`config.mk`:
```
export PLATFORM = sky130hd
export DESIGN_NAME = branch_predictor
export DESIGN_NICKNAME = d
export VERILOG_FILES = /design/src/rtl/bp_pkg.sv /design/src/rtl/bp_sat_ctr.sv /design/src/rtl/branch_predictor.sv
export SDC_FILE = /design/constraint.sdc
export NUM_CORES = 2
export LEC_CHECK = 0
export BUFFER_PORTS_ARGS = -buffer_cell sky130_fd_sc_hd__buf_4
export CAP_MARGIN = 20
export CORE_ASPECT_RATIO = 0.6
export CORE_MARGIN = 2
export CORE_UTILIZATION = 42
export DETAILED_ROUTE_END_ITERATION = 10
export PLACE_DENSITY_LB_ADDON = 0.25
export SYNTH_ARGS = -nofsm -noshare
export SYNTH_HDL_FRONTEND = slang
export SYNTH_SLANG_ARGS = --single-unit
export TNS_END_PERCENT = 5
```
`constraint.sdc`:
```
create_clock -name clk -period 6.6 [get_ports clk]
set_input_delay 0.33 -clock clk [delete_from_list [all_inputs] [get_ports clk]]
set_output_delay 0.33 -clock clk [all_outputs]
set_load 0.05 [all_outputs]
```
`src/rtl/bp_pkg.sv`:
```
// Shared types and PC-slicing helpers for the tagged branch target buffer.
package bp_pkg;

    // Table controller: normal operation or invalidation sweep.
    typedef enum logic {
        BP_IDLE  = 1'b0,
        BP_CLEAR = 1'b1
    } bp_state_e;

    // pc[1:0] never takes part in indexing; the index starts at bit 2.
    localparam int unsigned BP_IDX_LSB = 2;

    function automatic int unsigned bp_idx_msb(input int unsigned idx_bits);
        return BP_IDX_LSB + idx_bits - 1;
    endfunction

    // The tag sits directly above the index bits.
    function automatic int unsigned bp_tag_lsb(input int unsigned idx_bits);
        return BP_IDX_LSB + idx_bits;
    endfunction

    function automatic int unsigned bp_tag_msb(input int unsigned idx_bits,
                                               input int unsigned tag_bits);
        return BP_IDX_LSB + idx_bits + tag_bits - 1;
    endfunction

endpackage

```
`src/rtl/bp_sat_ctr.sv`:
```
// Next-value function of a W-bit up/down counter that saturates at both ends.
module bp_sat_ctr #(
    parameter int unsigned W = 2
) (
    input  logic [W-1:0] ctr,
    input  logic         inc,
    output logic [W-1:0] ctr_next
);

    // Step toward the requested direction unless already pinned at that end.
    always_comb begin
        ctr_next = ctr;
        if (inc && (ctr != '1)) begin
            ctr_next = ctr + 1'b1;
        end else if (!inc && (ctr != '0)) begin
            ctr_next = ctr - 1'b1;
        end
    end

endmodule

```
`src/rtl/branch_predictor.sv`:
```
// Direct-mapped, tagged branch target buffer with per-entry saturating
// direction counters. Lookup is a same-cycle read of the flop table; resolved
// branches write back on the clock edge; a flush runs a one-entry-per-cycle
// invalidation sweep during which lookups miss and updates are dropped.
module branch_predictor
    import bp_pkg::*;
#(
    parameter int unsigned XLEN     = 32,
    parameter int unsigned IDX_BITS = 5,
    parameter int unsigned TAG_BITS = 8,
    parameter int unsigned CTR_BITS = 2
) (
    input  logic            clk,
    input  logic            rst_n,
    input  logic [XLEN-1:0] pred_pc,
    output logic            pred_hit,
    output logic            pred_taken,
    output logic [XLEN-1:0] pred_target,
    input  logic            upd_valid,
    input  logic [XLEN-1:0] upd_pc,
    input  logic            upd_taken,
    input  logic [XLEN-1:0] upd_target,
    input  logic            flush,
    output logic            busy
);

    localparam int unsigned DEPTH   = 1 << IDX_BITS;
    localparam int unsigned IDX_MSB = bp_idx_msb(IDX_BITS);
    localparam int unsigned TAG_LSB = bp_tag_lsb(IDX_BITS);
    localparam int unsigned TAG_MSB = bp_tag_msb(IDX_BITS, TAG_BITS);

    // A fresh allocation starts weakly taken: MSB set, rest clear.
    localparam logic [CTR_BITS-1:0] CTR_WEAK = {1'b1, {(CTR_BITS-1){1'b0}}};
    localparam logic [IDX_BITS-1:0] CLR_LAST = '1;

    typedef struct packed {
        logic                valid;
        logic [TAG_BITS-1:0] tag;
        logic [XLEN-1:0]     target;
        logic [CTR_BITS-1:0] ctr;
    } entry_t;

    entry_t              tbl_q [DEPTH];
    bp_state_e           state_q, state_d;
    logic [IDX_BITS-1:0] clr_idx_q, clr_idx_d;

    // ---------------- lookup ----------------
    logic [IDX_BITS-1:0] p_idx;
    logic [TAG_BITS-1:0] p_tag;
    entry_t              p_ent;

    assign p_idx = pred_pc[IDX_MSB:BP_IDX_LSB];
    assign p_tag = pred_pc[TAG_MSB:TAG_LSB];
    assign p_ent = tbl_q[p_idx];
    assign busy  = (state_q == BP_CLEAR);

    // Hit only on a valid, tag-matching entry and never while sweeping.
    always_comb begin
        pred_hit    = 1'b0;
        pred_taken  = 1'b0;
        pred_target = '0;
        if (!busy && p_ent.valid && (p_ent.tag == p_tag)) begin
            pred_hit    = 1'b1;
            pred_taken  = p_ent.ctr[CTR_BITS-1];
            pred_target = p_ent.target;
        end
    end

    // ---------------- update ----------------
    logic [IDX_BITS-1:0] u_idx;
    logic [TAG_BITS-1:0] u_tag;
    entry_t              u_ent;
    entry_t              u_new;
    logic                u_hit;
    logic                u_we;
    logic [CTR_BITS-1:0] u_ctr_next;

    assign u_idx = upd_pc[IDX_MSB:BP_IDX_LSB];
    assign u_tag = upd_pc[TAG_MSB:TAG_LSB];
    assign u_ent = tbl_q[u_idx];
    assign u_hit = u_ent.valid && (u_ent.tag == u_tag);

    bp_sat_ctr #(.W(CTR_BITS)) u_sat_ctr (
        .ctr      (u_ent.ctr),
        .inc      (upd_taken),
        .ctr_next (u_ctr_next)
    );

    // Build the entry to write back; a flush in the same cycle discards it.
    always_comb begin
        u_we  = 1'b0;
        u_new = u_ent;
        if ((state_q == BP_IDLE) && upd_valid && !flush) begin
            if (u_hit) begin
                u_we      = 1'b1;
                u_new.ctr = u_ctr_next;
                if (upd_taken) begin
                    u_new.target = upd_target;
                end
            end else if (upd_taken) begin
                u_we         = 1'b1;
                u_new.valid  = 1'b1;
                u_new.tag    = u_tag;
                u_new.target = upd_target;
                u_new.ctr    = CTR_WEAK;
            end
        end
    end

    // ---------------- sweep controller ----------------
    // Next state: start or restart the sweep on flush, leave after the last index.
    always_comb begin
        state_d   = state_q;
        clr_idx_d = clr_idx_q;
        unique case (state_q)
            BP_IDLE: begin
                if (flush) begin
                    state_d   = BP_CLEAR;
                    clr_idx_d = '0;
                end
            end
            BP_CLEAR: begin
                if (flush) begin
                    clr_idx_d = '0;
                end else if (clr_idx_q == CLR_LAST) begin
                    state_d   = BP_IDLE;
                    clr_idx_d = '0;
                end else begin
                    clr_idx_d = clr_idx_q + 1'b1;
                end
            end
            default: begin
                state_d   = BP_IDLE;
                clr_idx_d = '0;
            end
        endcase
    end

    // Controller state register.
    always_ff @(posedge clk or negedge rst_n) begin
        if (!rst_n) begin
            state_q   <= BP_IDLE;
            clr_idx_q <= '0;
        end else begin
            state_q   <= state_d;
            clr_idx_q <= clr_idx_d;
        end
    end

    // Table storage: sweep invalidates one entry per cycle, otherwise write back.
    always_ff @(posedge clk or negedge rst_n) begin
        if (!rst_n) begin
            for (int i = 0; i < DEPTH; i++) begin
                tbl_q[i] <= '0;
            end
        end else if (state_q == BP_CLEAR) begin
            tbl_q[clr_idx_q].valid <= 1'b0;
        end else if (u_we) begin
            tbl_q[u_idx] <= u_new;
        end
    end

    // PC bits outside index and tag do not affect the table.
    logic unused_pc_bits;
    assign unused_pc_bits = ^{pred_pc[BP_IDX_LSB-1:0], pred_pc[XLEN-1:TAG_MSB+1],
                              upd_pc[BP_IDX_LSB-1:0],  upd_pc[XLEN-1:TAG_MSB+1]};

endmodule

```
==> key figures <==
Outcome
  – Status: finished, final reports clean

Synth
  – Async SR Flop Fraction: 1.00
  – Seq/Total Area, Yosys: 0.458
  – Syn Inst Count: 4829
  – Largest family of logic cells by synthesized area: multiplexers
  – Simple-Gate Fraction of Synth Area: 0.0208
  – Commonest cells in the netlist: 1382 x dfrtp_1, 1167 x mux2_1, 718 x mux4_2
  – Mean post-synth cell area: about 16 um2
  – Synth Area in Adders: 0.00116
  – Post-synth EDFFs: 0
  – Top cells by area, synth: dfrtp_1 46%, mux4_2 21%, mux2_1 17%
  – Synth Cell Area: approximately 75000 um2
  – #FFs+latches synth: around 1400
  – Syn_nets: about 4900
  – Top_reg_cell synth: dfrtp_1
  – Synth Area in Compound Gates: 0.0297
  – XOR/XNOR Fraction of Synth Area: 0.00186
  – Mux cell area share after synthesis: 0.439
  – Top-area cell type share of the netlist area: 0.458
  – Yosys warnings: 0
  – Largest area contributor in the netlist: dfrtp_1
  – Count leader, synth: dfrtp_1
  – Netlist cell types: 51

Placement
  – # port buffers: 97
  – Post-DP HPWL: ~150000 um
  – DP Cell Count: ~7000
  – Setup WS pre-CTS: about 1100 ps
  – Area after DPL: between 70000 and 80000 um2
  – Placer Congestion: about 0.88

Global route
  – Largest net degree at the start of global routing: 160
  – Vias in the first global route: between 40000 and 50000
  – First-pass GRT wire length: roughly 360000 um
  – Gr ovfl total: 0
  – GRT Overall Usage: 0.272
  – Initial antenna violation count: 7

Detailed routing
  – Routed Antenna Nets: 0
  – DR WL/cell: 34.2 um
  – TritonRoute pass-1 iters: 6
  – Final routed DRC violation total: 0
  – Drt initial violations: 5324
  – Vias: between 40000 and 50000
  – WL final: 247000 um
  – Vias per cell: around 6.5

Layout
  – Final nets: 4860
  – Multi-input logic area: 37600 um2
  – Fin util: 0.466
  – FF+latch area: approximately 35000 um2
  – Filler cell count: roughly 15000
  – Final instance area: ~83000 um2
  – Finished Layout Cells: 7225
  – Share of post-route cells with drive strength above 1: 0.318
  – Area delta synth->final: 10.1%

Timing
  – Clock Skews: between 50 and 60 ps
  – Worst Max-Slew Pin Slew: approximately 1100 ps
  – Hold_ws: 159 ps
  – Setup WS post-layout: between 1500 and 2000 ps
  – Setup TNS: 0 ps
  – Fin. Hold Viols: 0
  – Slew HR: 0.235
  – Max Transition Viols Final: 0
  – Final Cycle Share: 0.735
  – RSZ-0062 raised after global routing: no
  – Fin crit period: 4850 ps
  – # setup viols final: 0
  – Highest clock rate: 206 MHz

Worst setup path
  – Reg2Reg Setup Slack: between 1500 and 2000 ps
  – CP cell instances: buf_8 > buf_4 > buf_4 > mux4_2 > mux4_2 > mux2i_1 > nor2_1 > buf_4
  – CP required: roughly 6300 ps
  – Worst setup EP type: primary output
  – Critical path's slowest cell: buf_4
  – Setup CP Type: in2out
  – Startpoint types: input port
  – CP dominant cell by count: buf_4
  – Worst r2r src: tbl_q[384]
  – Worst r2r dst: tbl_q[1119]
  – Biggest cell delay along the critical path: 830 ps
  – R2r worst-path depth: 10
  – Arr. time, crit path: 4520 ps
  – Maximum net fanout on the critical path: 81

Clock tree
  – Clk buf depth: 4
  – Cts repair resizes: 0
  – Clk Latency, worst-skew pair: roughly 800 ps
  – Post-CTS Setup Inserts: 0
  – CTS Buf Count: approximately 140
  – CTS clk-pin slew, worst paths: 60 ps
  – H-Tree Depth: 4
  – Clk root buf: clkbuf_16
  – CTS Sinks: about 1400
  – CTS tree: done

Floorplan
  – Die height: roughly 330 um
  – DIE AREA: about 180000 um2
  – Num rows: 120
  – Die width: ~550 um
  – Initial Util: 0.423
  – CORE AREA: approximately 180000 um2
  – IO Pins: 136

Power
  – Worst VDD drop: 0.159 mV
  – Post-layout power: around 18 mW
  – Pwr Density: around 210 nW/um2
  – Leakage: roughly 39 nW

Flow run
  – Max Cap Viol: 0

Min path
  – Min-delay worst type: in2async
[layout by cell type, fill, tap and decap left out, types with 28 or more instances in the layout]
cell type,n
o22ai_1,54
a21oi_1,30
a211o_1,32
a21oi_2,28
dfrtp_1,1382
mux2i_1,159
mux4_2,718
and3_4,32
buf_4,250
a22oi_1,115
clkbuf_1,29
mux2_1,1167
buf_12,54
mux2_2,199
clkbuf_16,147
nand2_1,43
clkbuf_8,28
nor2_1,123
[critical path: cells and delay by family]
family	cells	cell delay, ps
buffers and inverters	4	2530
and+or+nand+nor	1	100
muxes	3	1470
[cell families after synthesis]
family | after synthesis
compound gates | 317
mux | 2243
xor+xnor | 16
fa+ha+maj | 7
flops | 1382
simple gates | 306
buf+inv | 558
[flip-flops by register name, summed over array words and instances, names as in the netlist]
register	flops
busy	1
clr_idx_q	5
tbl_q	1376
[routing by layer]
metal / routed length, um / up-vias / share of wire / GRT usage
met3: 21800 / 402 / 0.088 / 0.0662
li1: - / 18636 / - / -
met5: 45 / - / 0.00018 / 0
met1: 111000 / 25939 / 0.45 / 0.410
met2: 107000 / 2041 / 0.43 / 0.388
met4: 7230 / 6 / 0.029 / 0.0770
[layout make-up]
cell class              count  area share
repair buffers            321      0.0387
inverters                  14    0.000632
multi-input cells        2889       0.452
clock inverters            36     0.00634
well taps                2379      0.0358
diodes                      1   0.0000301
clock buffers             203      0.0500
flip-flops and latches   1382       0.416
[power by group]
group / internal [mW] / switching, mW / total, mW / leakage, nW
Combinational: 0.279 / 0.672 / 0.951 / 17.5
Clock: 4.86 / 3.54 / 8.40 / 2.31
Sequential: 8.47 / 0.00357 / 8.47 / 19.3
[repair_timing]
action | CTS | global route
hold endpoints to repair | 101 | 0
endpoints found under the setup margin | 0 | 0
hold buffers | 2 | 0
[worst max-delay path by stage]
| stage | slack, ps | to | start | cells after the start |
|---|---|---|---|---|
| 2_1_floorplan | 2550 | pred_target[10] | pred_pc[2] | 10 |
| 3_3_place_gp | 1170 | tbl_q[123] | upd_pc[5] | 11 |
| 3_5_place_dp | 1100 | tbl_q[112] | upd_pc[5] | 11 |
| 4_1_cts | 1520 | pred_target[17] | pred_pc[2] | 11 |
| 5_1_grt | 1300 | pred_target[17] | pred_pc[2] | 11 |
| 6_report | 1750 | pred_target[25] | pred_pc[2] | 8 |
Power figures use the tool's default switching activity.
